$ cat config.mk
export PLATFORM = sky130hd
export DESIGN_NAME = tcdm_stall_gen
export DESIGN_NICKNAME = d
export VERILOG_FILES = /design/src/rtl/tcdm_mem_pkg.sv /design/src/rtl/tcdm_stall_gen.sv
export SDC_FILE = /design/constraint.sdc
export NUM_CORES = 1
export LEC_CHECK = 0
export BUFFER_PORTS_ARGS = -buffer_cell sky130_fd_sc_hd__buf_2
export CORE_MARGIN = 5
export CORE_UTILIZATION = 52
export CTS_BUF_LIST = sky130_fd_sc_hd__clkbuf_16
export DETAILED_ROUTE_END_ITERATION = 7
export PLACE_DENSITY = 0.71
export REMOVE_ABC_BUFFERS = 1
export SYNTH_ARGS = -nofsm -noshare
export SYNTH_HDL_FRONTEND = slang
export SYNTH_SLANG_ARGS = --single-unit
$ cat constraint.sdc
create_clock -name clk -period 1.8 [get_ports clk]
set_input_delay 0.36 -clock clk [delete_from_list [all_inputs] [get_ports clk]]
set_output_delay 0.36 -clock clk [all_outputs]
set_load 0.01 [all_outputs]
$ cat src/rtl/tcdm_mem_pkg.sv
// tcdm_mem_pkg: response type, LFSR constants and address-range helper for tcdm_mem_model
package tcdm_mem_pkg;
  localparam int TCDM_DW = 32;
  localparam int LFSR_W = 16;
  localparam logic [LFSR_W-1:0] LFSR_TAPS = 16'hB400;
  typedef struct packed {
    logic valid;
    logic opc;
    logic [TCDM_DW-1:0] rdata;
  } resp_t;
  function automatic logic addr_in_range(input logic [63:0] a, input logic [63:0] base, input logic [63:0] span);
    return (a >= base) && ((a - base) < span);
  endfunction
endpackage

$ cat src/rtl/tcdm_stall_gen.sv
// tcdm_stall_gen: per-port pseudo-random grant stall, capped at MAX_STALL consecutive cycles
module tcdm_stall_gen import tcdm_mem_pkg::*; #(
  parameter int MAX_STALL = 7,
  parameter logic [LFSR_W-1:0] SEED = 16'hACE1
) (
  input  logic       clk,
  input  logic       rst_n,
  input  logic [7:0] i_stall_thr,
  input  logic       i_req,
  output logic       o_stall
);
  localparam int CW = ($clog2(MAX_STALL + 1) > 0) ? $clog2(MAX_STALL + 1) : 1;
  localparam logic [LFSR_W-1:0] SEED_NZ = (SEED == '0) ? 16'h0001 : SEED;
  logic [LFSR_W-1:0] r_lfsr;
  logic [CW-1:0] r_cnt;
  assign o_stall = (r_lfsr[7:0] < i_stall_thr) && (r_cnt < CW'(MAX_STALL));
  always_ff @(posedge clk or negedge rst_n) begin
    if (!rst_n) begin
      r_lfsr <= SEED_NZ;
      r_cnt  <= '0;
    end else begin
      r_lfsr <= (r_lfsr >> 1) ^ (r_lfsr[0] ? LFSR_TAPS : '0);
      r_cnt  <= (i_req && o_stall) ? r_cnt + 1'b1 : '0;
    end
  end
endmodule

; Word-level counts from Yosys, hierarchy flattened
; Cells that the tools add are included.
[word_totals]
regBits = 19
word_cells = 10
out_inout_bits = 1
[op_classes]
mux = 2
n_bitwise = 1
add_sub_neg = 1
magnitude_cmp = 2
n_reduce_logical = 2
[op_table]
columns = cell, count
row1 = 16-bit two-way mux, 1
row2 = 15-bit by 16-bit XOR with 16-bit output, 1
row3 = 8-bit less-than comparator, 1
row4 = 3-bit by 1-bit adder with 3-bit output (second input constant), 1
row5 = 3-bit less-than comparator (second input constant), 1
row6 = 3-bit two-way mux, 1
row7 = 1-bit logical AND, 2

; Depth between registers and ports, before layout
; Gate-level depths: netlist (run 1).
[depth]
depth_word = 4
mapped_depth = 6
ltp_nobuf = 6

; Worst setup path before layout (run 1)
; No wires, ideal clock.
[synth_timing]
kind = reg2out
from = register r_lfsr[5]
to = output port o_stall
path_buffers = 0
path_slack_ns = 0.146
stages_incl_launch_ff = 6
required_ns = 1.440
arrival_ns = 1.294
path_cell_list = dfstp_2 ha_1 a211oi_1 o21a_1 o21ai_1 inv_1
[synth_between]
elab_chain_cells = 2
[synth_lines]
columns = item, line_no
row1 = "start, declared", tcdm_stall_gen.sv:14  ; logic [LFSR_W-1:0] r_lfsr;
row2 = "start signal, assigned", tcdm_stall_gen.sv:22  ; r_lfsr <= (r_lfsr >> 1) ^ (r_lfsr[0] ? LFSR_TAPS : '0);
row3 = 8-bit less-than comparator, tcdm_stall_gen.sv:16  ; assign o_stall = (r_lfsr[7:0] < i_stall_thr) && (r_cnt < CW'(MAX_STALL));
row4 = 1-bit logical AND, tcdm_stall_gen.sv:16
row5 = "end, declared", tcdm_stall_gen.sv:10  ; output logic o_stall
; No other way between the ends.

; Worst setup path after layout (run 1)
[layout_timing]
from = register r_lfsr[2]
to = output port o_stall
; Same word-level chain as after synthesis.

==> flow_metrics.py, run 1 <==
metrics = {
    "run_status": {
        "status": "finished with violations",
        "violations": "negative setup slack",
    },
    "pwr": {
        "max-vdd-ir-drop_v": 0.000776,
        "total_power_uw": 935,
        "p_per_area_nw_per_um2": 966,
        "leakage_nw": 0.516,
    },
    "flow_run": {
        "cap_violations": 0,
    },
    "clock_tree": {
        "clock_latency_ps": 250,
        "htreeDepth": 1,
        "cts_tree": "done",
        "ctsLongestPathBuffers": 2,
        "numCtsBuffers": 3,
        "cts_sinks": 19,
        "clkSlewWorstSetupHoldPaths_ps": 50,
        "ctsHoldBuffers": 0,
        "root_buffer": "clkbuf_16",
    },
    "global_route": {
        "antenna_found_initial": 0,
        "grt-ovfl-total": 0,
        "grt_pass1_wl_mm": 2.14,
        "grt_pass1_vias": 495,
        "grt_max_degree": 20,
        "grt_use_total": 0.144,
    },
    "timing": {
        "post-route-period-util": 1.07,
        "hold_violations": 0,
        "rsz0062_at_grt": "true",
        "skew_ps": 3.24,
        "max_freq_mhz": 520,
        "maxSlewHeadroom": 0.737,
        "period_needed_ps": 1920,
        "whs_ps": 32.2,
        "worst_pin_slew_ps": 394,
        "layout_setup_ws_ps": -122,
        "finalSetupViolCount": 1,
        "fin_tns_setup_ps": -122,
        "drv_slew": 0,
    },
    "route": {
        "route.detailed.drc": 0,
        "finalWirelength_mm": 1.26,
        "viasPerCell": 4.93,
        "detail_route.wl_per_cell_um": 14.4,
        "dr.pass1.iters": 1,
        "drt_iter0_drc": 0,
        "ant_nets": 0,
        "vias": 429,
    },
    "die": {
        "dieArea_um2": 2290,
        "dieWidth_um": 47.8,
        "initial_core_util": 0.558,
        "rows": 13,
        "core_area_um2": 1330,
        "die_h_um": 47.8,
        "io_pins": 12,
    },
    "synthesis": {
        "synthCells": 54,
        "yosysUniqueCellTypes": 16,
        "yosysWarnings": 0,
        "synth_area_um2": 744,
        "ys_ff_latch": 19,
        "synth.avg_cell_area_um2": 13.8,
        "yosysSeqAreaShare": 0.652,
    },
    "critical_path": {
        "cp-start-kind": "flop",
        "cp.buffers_inverters": 2,
        "required_ps": 1440,
        "path_delay_family": "compound AO/OA/AOI/OAI gates",
        "slowest_stage": "dfrtp_1",
        "crit_path_end_kind": "output port",
        "crit_chain": "ha_4 > a211o_1 > a31oi_2 > o21ai_2 > inv_1 > buf_6",
        "critical-path-max-stage-delay_ps": 410,
        "worstSetupPathType": "flop to output port",
        "arrival_ps": 1560,
        "cp_max_fo": 2,
    },
    "finish": {
        "stdcell_area_um2": 967,
        "layout_common_cells": "dfrtp_1, inv_1, buf_2",
        "drive_gt1_frac": 0.444,
        "final_net_count": 92,
        "mostFrequentLayoutCell": "dfrtp_1",
        "n_antenna_cell": 0,
        "areaGrowthSynthToFinish_pct": 29.9,
    },
    "placed_design": {
        "place_congestion": 0.703,
        "placed_area_um2": 826,
        "io_buffer_count": 11,
        "dp_slack_ps": -10.6,
        "hpwl_um": 888,
    },
    "hold_path": {
        "hold_path_class": "primary input to asynchronous set/reset pin",
    },
}
## per-layer routing
layer	up-vias	GRT usage	wire length [um]
met3	4	0.0376	56
li1	212	-	-
met2	12	0.227	605
met5	-	0	0
met4	0	0.102	24
met1	201	0.168	570
## state kept, by name, summed over array words and instances, names as in the netlist
name / count
r_cnt: 3
r_lfsr: 16
## kinds of logic (layout without fill, tap and decap cells)
kind of cell    count (synthesis)  count (layout)  share of synthesized area
fa+ha+maj                       8               8                      0.134
simple gates                    5               5                     0.0471
xor+xnor                        4               4                     0.0471
compound gates                  8               8                     0.0689
buf+inv                        10              28                     0.0504
flops                          19              19                      0.652
## timing repair
action                     CTS  global route
setup buffers                1             1
cloned                       0             0
pin swaps                    2             3
resized for setup            3             4
setup endpoints to repair    1             1
## layout make-up
class,instances,area (um2)
flip-flops and latches,19,485
fillers,87,367
multi-input cells,25,262
repair buffers,14,83.8
clock buffers,3,75.1
inverters,10,37.5
well taps,15,18.8
clock inverters,1,5.00
## Yosys cell counts
master / n / share of area
xor2_1: 3 / 0.035
o21ai_0: 1 / 0.0067
a211oi_1: 1 / 0.010
and4_1: 1 / 0.012
nor3_1: 2 / 0.013
o21ai_1: 2 / 0.013
dfstp_2: 8 / 0.28
a31oi_1: 2 / 0.017
inv_1: 10 / 0.050
o21a_1: 1 / 0.010
nand2b_1: 1 / 0.0084
nor3_2: 1 / 0.013
a211o_1: 1 / 0.012
ha_1: 8 / 0.13
xnor2_1: 1 / 0.012
dfrtp_1: 11 / 0.37
## per-stage QoR
| stage | utilization | std cells |
|---|---|---|
| finish | 0.725 | 87 |
| global route | 0.725 | 87 |
| CTS | 0.707 | 86 |
| detailed placement | 0.619 | 81 |
| global placement | 0.619 | 81 |
| floorplan | - | 54 |
## power breakdown
part | internal [mW] | switching (mW) | total [mW]
Sequential | 0.434 | 0.00453 | 0.439
Clock | 0.297 | 0.150 | 0.447
Combinational | 0.0220 | 0.0268 | 0.0488
## path summary, 6_finish.rpt
path / start / cells after the start / slack [ps] / to
worst min-delay path: rst_n / 1 / 30 / r_lfsr[9]
min in group clk: r_lfsr[8] / 0 / 350 / r_lfsr[7]
worst min register to register: r_lfsr[8] / 0 / 350 / r_lfsr[7]
max in group asynchronous: rst_n / 1 / 1450 / r_lfsr[6]
worst max-delay path: r_lfsr[2] / 6 / -120 / o_stall
worst max register to register: r_lfsr[2] / 7 / 150 / r_cnt[0]
Power figures use the tool's default switching activity.
==> inputs of run 2 (changes only) <==
CELL_PAD_IN_SITES_DETAIL_PLACEMENT = 2   (was unset)
CELL_PAD_IN_SITES_GLOBAL_PLACEMENT = 2   (was unset)
CORE_ASPECT_RATIO = 1.5   (was unset)
CORE_UTILIZATION = 36   (was 52)
==> run 2 against run 1 <==
Net effect: power is 0.17% higher; maximum frequency is essentially flat; largest cell class unchanged; highest routed layer unchanged; register-to-register slack better by 150 ps; cell count increased by 6.9%; worst setup slack improved by 1.3 ps; clock power increased by 0.9%; global-route usage is 2.3 points lower; sequential power hardly changed; the run still ends with negative setup slack left; critical path type unchanged.
==> flow_metrics.py, run 2 (synthesized netlist as in run 1, its figures left out) <==
metrics = {
    "pwr": {
        "p_sw_uw": 183,
        "combPwrFrac": 0.050,
        "power_frac_seq": 0.468,
        "swShare": 0.196,
        "p_int_uw": 753,
        "clkPwrFrac": 0.482,
        "leakage_nw": 0.508,
        "max-vdd-ir-drop_v": 0.000603,
        "p_per_area_nw_per_um2": 977,
    },
    "route": {
        "route.detailed.drc": 0,
        "detail_route.wl_per_cell_um": 14.4,
        "dr.pass1.iters": 2,
        "drt_iter0_drc": 5,
        "finalWirelength_mm": 1.34,
        "ant_nets": 0,
        "viasPerCell": 4.82,
        "vias": 448,
    },
    "global_route": {
        "grt_use_total": 0.121,
        "grt_pass1_wl_mm": 2.53,
        "grt-ovfl-total": 0,
        "grt_busiest_layer": "met2",
        "grt_pass1_vias": 565,
        "grt_max_degree": 20,
        "grt_use_met2": 0.179,
        "use_met1": 0.151,
        "antenna_found_initial": 0,
        "gr-usage-met3": 0.0575,
    },
    "clock_tree": {
        "root_buffer": "clkbuf_16",
        "numCtsBuffers": 3,
        "clock_latency_ps": 250,
        "clkSlewWorstSetupHoldPaths_ps": 50,
        "cts_sinks": 19,
        "htreeDepth": 1,
        "cts_tree": "done",
        "ctsLongestPathBuffers": 2,
    },
    "finish": {
        "n_antenna_cell": 0,
        "drive_gt1_frac": 0.408,
        "areaGrowthSynthToFinish_pct": 28.7,
        "top_register": "r_lfsr",
        "layout_common_cells": "dfrtp_1, inv_1, buf_2",
        "mostFrequentLayoutCell": "dfrtp_1",
        "final_cells": 93,
        "final_net_count": 91,
        "top_regs": "r_lfsr (16), r_cnt (3)",
        "stdcell_area_um2": 958,
        "largest_reg_flops": 16,
    },
    "die": {
        "io_pins": 12,
        "dieWidth_um": 47.1,
        "dieArea_um2": 3100,
        "core_area_um2": 2000,
        "die_h_um": 65.7,
        "rows": 20,
        "initial_core_util": 0.372,
    },
    "critical_path": {
        "required_ps": 1440,
        "crit_chain": "ha_1 > and4_1 > o21ai_1 > o21ai_1 > inv_1 > buf_6",
        "cp_max_fo": 2,
        "timing.rr.start": "r_lfsr[7]",
        "arrival_ps": 1560,
        "cp-start-kind": "flop",
        "ff2ff_setup_slack_ps": 300,
        "worstSetupPathType": "flop to output port",
        "critical-path-max-stage-delay_ps": 540,
        "slowest_stage": "dfstp_2",
        "worst_path_most_repeated_cell": "o21ai_1",
        "crit_path_end_kind": "output port",
        "r2r_cells": 6,
        "r2r_end": "r_cnt[0]",
    },
    "timing": {
        "hold_violations": 0,
        "period_needed_ps": 1920,
        "layout_setup_ws_ps": -121,
        "rsz0062_at_grt": "true",
        "finalSetupViolCount": 1,
        "skew_ps": 0.669,
        "max_freq_mhz": 521,
        "maxSlewHeadroom": 0.728,
        "worst_pin_slew_ps": 407,
        "drv_slew": 0,
        "post-route-period-util": 1.07,
    },
    "hold_path": {
        "hold_path_class": "primary input to asynchronous set/reset pin",
    },
    "flow_run": {
        "cap_violations": 0,
    },
    "placed_design": {
        "io_buffer_count": 11,
        "place_congestion": 0.698,
        "placed_area_um2": 835,
        "hpwl_um": 984,
        "dp.cells": 88,
    },
    "run_status": {
        "violations": "negative setup slack",
        "status": "finished with violations",
    },
}
## run 2: cell count changes in the layout (fill, tap and decap cells not counted), sizes merged
cell  change
buf       -1
## run 2: how the worst max path moves through the flow
stage | slack, ps | endpoint | start | depth (start not counted)
finish | -120 | o_stall | r_lfsr[7] | 6
global route | -260 | o_stall | r_lfsr[2] | 6
CTS | -140 | o_stall | r_lfsr[2] | 6
detailed placement | -20 | o_stall | i_stall_thr[2] | 8
global placement | 4 | o_stall | i_stall_thr[2] | 8
floorplan | 150 | o_stall | r_lfsr[5] | 5
## run 2: layer usage
| layer | vias up | routed length (um) |
|---|---|---|
| met5 | - | 0 |
| li1 | 210 | - |
| met4 | 0 | 14 |
| met2 | 12 | 656 |
| met1 | 224 | 596 |
| met3 | 2 | 76 |
## run 2: repair_timing
action / CTS / global route
hold buffers: 0 / 0
resized for setup: 4 / 1
endpoints found under the setup margin: 1 / 1
pin swaps: 3 / 1
buffers inserted: 1 / 0
## run 2: power groups by stage
stage	Combinational, mW	Clock, mW	Sequential (mW)
global route	0.0565	0.493	0.439
floorplan	0.0207	0	0.444
global placement	0.0422	0	0.444
detailed placement	0.0448	0	0.445
CTS	0.0490	0.466	0.438
finish	0.0469	0.451	0.438
## run 2: cell type report
type,instances,area (um2)
well taps,22,27.5
flip-flops and latches,19,485
inverters,10,37.5
clock buffers,3,75.1
clock inverters,1,5.00
fillers,208,1040
multi-input cells,25,251
repair buffers,13,76.3
## run 2: worst max-delay path: cells and delay by family, from the launching register on
family / cells / cell delay, ps
and+or+nand+nor: 1 / 180
DFF: 1 / 540
adders and majority gates: 1 / 240
AOI/OAI and AO/OA: 2 / 170
buffers and inverters: 2 / 180
## run 2: through the flow
stage	hold slack [ps]	power (mW)	worst slack (ps)	TNS [ps]	util
after floorplan	64.4	0.465	146	0	-
after global placement	304	0.487	3.72	0	0.417
after detailed placement	320	0.490	-24.7	-24.7	0.417
after CTS	48.5	0.953	-145	-145	0.476
after global routing	69.3	0.988	-259	-259	0.479
final	34.8	0.936	-121	-121	0.479
